$ cat config.mk
export PLATFORM = sky130hd
export DESIGN_NAME = fpa_accumulator
export DESIGN_NICKNAME = d
export VERILOG_FILES = /design/src/rtl/fpa_accumulator.sv
export SDC_FILE = /design/constraint.sdc
export NUM_CORES = 1
export LEC_CHECK = 0
export ABC_AREA = 1
export BUFFER_PORTS_ARGS = -buffer_cell sky130_fd_sc_hd__buf_4
export CORE_ASPECT_RATIO = 1.2
export CORE_MARGIN = 3
export CORE_UTILIZATION = 43
export DETAILED_ROUTE_END_ITERATION = 12
export GPL_ROUTABILITY_DRIVEN = 1
export PLACE_DENSITY = 0.84
export SLEW_MARGIN = 20
export SYNTH_ARGS = -nofsm -noshare
export SYNTH_HDL_FRONTEND = slang
export SYNTH_SLANG_ARGS = --single-unit
$ cat constraint.sdc
create_clock -name clk -period 1.6 [get_ports clk]
set_clock_uncertainty 0.1 [all_clocks]
set_input_delay 0.32 -clock clk [delete_from_list [all_inputs] [get_ports clk]]
set_output_delay 0.32 -clock clk [all_outputs]
set_load 0.01 [all_outputs]
$ cat src/rtl/fpa_accumulator.sv
// Packet floating-point accumulator that sums the beats of each packet using an external
// combinational FP adder. Optional exception flagging is enabled by defining FPA_ACC_EXC_EN.
module fpa_accumulator #(
    parameter int unsigned CNT_W = 16
) (
    input  logic             clk,
    input  logic             rst,
    input  logic             in_valid,
    output logic             in_ready,
    input  logic [31:0]      in_data,
    input  logic             in_last,
    output logic [31:0]      add_x,
    output logic [31:0]      add_y,
    input  logic [31:0]      add_result,
    output logic             out_valid,
    input  logic             out_ready,
    output logic [31:0]      out_data,
    output logic [CNT_W-1:0] out_count,
    output logic             out_err
);

    typedef enum logic [1:0] {StIdle, StAcc, StAdd, StDone} state_e;

    state_e           state_q;
    logic [31:0]      sum_q;
    logic [31:0]      op_q;
    logic [CNT_W-1:0] count_q;
    logic             last_q;
    logic             in_ready_q;
    logic             out_valid_q;

    logic             accept;
    logic [CNT_W-1:0] count_inc;

    assign accept    = in_valid && in_ready_q;
    assign count_inc = (&count_q) ? count_q : count_q + 1'b1;

    // in_ready/out_valid are registered alongside the state so they always match it.
    always_ff @(posedge clk) begin
        if (rst) begin
            state_q     <= StIdle;
            sum_q       <= '0;
            op_q        <= '0;
            count_q     <= '0;
            last_q      <= 1'b0;
            in_ready_q  <= 1'b1;
            out_valid_q <= 1'b0;
        end else begin
            unique case (state_q)
                StIdle: begin
                    if (accept) begin
                        sum_q   <= in_data;
                        count_q <= CNT_W'(1);
                        if (in_last) begin
                            state_q     <= StDone;
                            in_ready_q  <= 1'b0;
                            out_valid_q <= 1'b1;
                        end else begin
                            state_q <= StAcc;
                        end
                    end
                end
                StAcc: begin
                    if (accept) begin
                        op_q       <= in_data;
                        last_q     <= in_last;
                        count_q    <= count_inc;
                        state_q    <= StAdd;
                        in_ready_q <= 1'b0;
                    end
                end
                StAdd: begin
                    sum_q <= add_result;
                    if (last_q) begin
                        state_q     <= StDone;
                        out_valid_q <= 1'b1;
                    end else begin
                        state_q    <= StAcc;
                        in_ready_q <= 1'b1;
                    end
                end
                StDone: begin
                    if (out_ready) begin
                        state_q     <= StIdle;
                        out_valid_q <= 1'b0;
                        in_ready_q  <= 1'b1;
                    end
                end
                default: begin
                    state_q     <= StIdle;
                    in_ready_q  <= 1'b1;
                    out_valid_q <= 1'b0;
                end
            endcase
        end
    end

    assign in_ready  = in_ready_q;
    assign out_valid = out_valid_q;
    assign out_data  = sum_q;
    assign out_count = count_q;
    assign add_x     = sum_q;
    assign add_y     = op_q;

`ifdef FPA_ACC_EXC_EN
    logic err_q;
    logic in_exc;
    logic add_exc;

    assign in_exc  = &in_data[30:23];
    assign add_exc = &add_result[30:23];

    // Sticky per packet; the first beat in StIdle starts a fresh flag.
    always_ff @(posedge clk) begin
        if (rst) begin
            err_q <= 1'b0;
        end else begin
            unique case (state_q)
                StIdle:  if (accept) err_q <= in_exc;
                StAcc:   if (accept) err_q <= err_q | in_exc;
                StAdd:   err_q <= err_q | add_exc;
                StDone:  if (out_ready) err_q <= 1'b0;
                default: err_q <= 1'b0;
            endcase
        end
    end

    assign out_err = err_q;
`else
    assign out_err = 1'b0;
`endif

endmodule
==> flow_summary_export.csv <==
group,metric,value,unit
placement,io_buffers,182,
pwr,p_total,6.147,mW
synthesis,synth-edff-count,0,
floorplan,row_count,38,
synthesis,synthTopCellsByCount,"nand2_1, dfxtp_1, nor2_1, o21ai_0, buf_4",
synthesis,ys_warn_count,0,
cts,cts_root_buffer,"clkbuf_8",
layout,fin_util,0.6320,
sta,setup_viol,0,
grt,grt_pass1_vias,4270,
synthesis,synthMuxAreaShare,0,
setup_path,r2r_slack,0.02,ns
grt,grt_pass1_wl,20440,um
placement,dp_cells,847,
setup_path,critPathKind,"register to register",
layout,finalNonFillerCells,864,
grt,grt_overflow,0,
detailed_routing,vias_per_cell,5.061,
layout,fillers,780,
detailed_routing,wl_per_cell,14.41,um
synthesis,ys_ff_latch,85,
setup_path,cp.arrival,1.78,ns
layout,fin_area,5739,um2
grt,globalRouteTotalUtil,0.2421,
cts,h-tree-depth,3,
synthesis,synthAdderAreaFrac,0.003096,
placement,hpwlAfterDp,9166,um
detailed_routing,drc_errors,0,
min_path,worstHoldStart,"in_data[3]",
layout,antenna_cells,0,
synthesis,synth_area_leader_cell,"dfxtp_1",
sta,fmax,631.4,MHz
detailed_routing,routed-via-count,4373,
synthesis,async_reset_ff_frac,0,
setup_path,worstReg2RegEnd,"out_count[0]",
sta,finalWorstSetupSlack,0.01618,ns
floorplan,ios,184,
setup_path,r2r_cells,10,
layout,register_area,1707,um2
sta,min_period_over_period,0.9899,
pwr,ir_worst_vdd,668.1,uV
placement,dpl_cell_area,5468,um2
sta,setup-tns-final,0,ns
status,status,"finished clean",
cts,clk_pin_slew_worst_paths,0.09,ns
sta,hold_viol,0,
layout,drive_gt1_frac,0.3629,
setup_path,cp-end-kind,"register",
setup_path,worst-path-stages,10,
layout,final_nets,809,
synthesis,synthTopCellsByArea,"dfxtp_1, nand2_1, o21ai_0",
synthesis,yosys.area_share.simple,0.2833,
setup_path,max_stage_delay,0.36,ns
sta,rsz0062_at_grt,"yes",
synthesis,synth_xor_xnor_area_share,0,
placement,place.gp.congestion,0.8467,
min_path,hold_end,"add_y[3]",
pwr,cellLeakagePower,2.699,nW
synthesis,ys.flop_type,"dfxtp_1",
synthesis,synth_top_area_share,0.4211,
synthesis,synth_area,4041,um2
floorplan,core_region_area,9081,um2
floorplan,start_util,0.4450,
placement,dp_slack,0.01354,ns
grt,grt_max_degree,70,
setup_path,r2r_start,"out_count[0]",
pwr,power_density,1071,nW/um2
cts,cts_tree,"yes",
setup_path,cp_slowest_cell,"dfxtp_2",
layout,syn_to_final_growth,42.01,%
sta,fin_hold_ws,0.07991,ns
floorplan,die_area,10600,um2
setup_path,cp_num_buf_inv,1,
min_path,worstHoldPathType,"primary input to register",
sta,min_period,1.584,ns
floorplan,die_y,112.2,um
setup_path,crit_family,"simple AND/OR/NAND/NOR gates",
detailed_routing,initialDrtViolationCount,221,
floorplan,die_width,94.50,um
cts,clock_path_buffers,2,
synthesis,synth_top_family_by_area,"simple AND/OR/NAND/NOR gates",
cts,cts_made_buffers,9,
detailed_routing,dr.pass1.iters,4,
synthesis,netlist_instances,573,
detailed_routing,totalWireLength,12450,um
setup_path,crit_top_cell,"nor2_4",
synthesis,synth_cell_types,31,
synthesis,ys_seq_area_frac,0.4211,
sta,maxSlewViolCount,0,
synthesis,synth_compound_area_frac,0.1690,
job,drv_cap,0,
setup_path,critPathMaxFanout,8,
setup_path,path_cells,"ha_4, nand2_2, nor2_4, nand2_4, buf_6, nor2_4, nor2_4, nand2_1, nand2_1, nor2_1",
cts,insertion_delay,0.37,ns
min_path,hold_depth,3,
layout,multi_input_area,1887,um2
setup_path,cp.required,1.79,ns
synthesis,synth_fp_nets,643,
setup_path,worst_setup_path_start_kind,"register",
synthesis,avgSynthCellArea,7.053,um2
synthesis,synth_most_common_cell,"nand2_1",
cts,cts.sinks,85,
grt,antenna_found_initial,0,
detailed_routing,ant_nets,0,
-- layer usage --
layer / part of all wire / global-route usage
met1: 0.38 / 0.2840
met2: 0.50 / 0.4058
met3: 0.094 / 0.07038
met4: 0.020 / 0.1078
met5: 0 / 0
-- power by group --
| group | switching, mW | internal (mW) | total [mW] | leakage [nW] |
|---|---|---|---|---|
| Clock | 0.782 | 0.928 | 1.71 | 0.108 |
| Sequential | 0.212 | 2.39 | 2.60 | 0.698 |
| Combinational | 0.968 | 0.866 | 1.83 | 1.89 |
| Total | 1.96 | 4.19 | 6.15 | 2.70 |
-- cell usage in the layout (no fill, tap or decap), drive strengths merged, types with 6 or more instances in the layout --
master	count
buf	217
nand2	145
nor2	96
dfxtp	85
o21ai	70
a31oi	32
inv	31
a21oi	19
nand3	17
clkbuf	13
nand4	6
-- worst max-delay path by stage --
stage                     slack (ns)            end         start
after CTS                       0.02  out_count[11]  out_count[0]
after detailed placement        0.01   out_count[9]  out_count[1]
after global routing           -0.07   out_count[0]  out_count[0]
after floorplan               0.0008  out_count[14]  out_count[0]
final                           0.02   out_count[0]  out_count[0]
after global placement          0.09   out_count[9]  out_count[0]
-- repair_timing --
action	in CTS	in global routing
endpoints found under the setup margin	5	28
pin swaps	0	4
resized for setup	1	12
hold buffers	0	0
buffers inserted	0	1
-- cell type report --
cell class / count / area share
clock inverters: 3 / 0.01199
well taps: 120 / 0.02616
flip-flops and latches: 85 / 0.2974
clock buffers: 13 / 0.02594
inverters: 32 / 0.02093
repair buffers: 217 / 0.2889
multi-input cells: 394 / 0.3288
-- kinds of logic (layout without fill, tap and decap cells) --
group	after synthesis	in the layout
simple gates	269	269
compound gates	123	123
buf+inv	94	265
flops	85	85
fa+ha+maj	1	1
other cells	1	1
-- state kept, by name, indices dropped and copies added, names as in the netlist --
signal and count:
out_valid 1, add_y 32, out_count 16, in_ready 1, state_q 2, last_q 1, add_x 32
-- worst register-to-register path: cells and delay by family (launching register included) --
family                   cells  cell delay [ns]
AND/OR/NAND/NOR              8             0.79
flip-flops                   1             0.36
adder cells (fa/ha/maj)      1             0.14
buffers and inverters        1             0.14
Power figures use the tool's default switching activity.
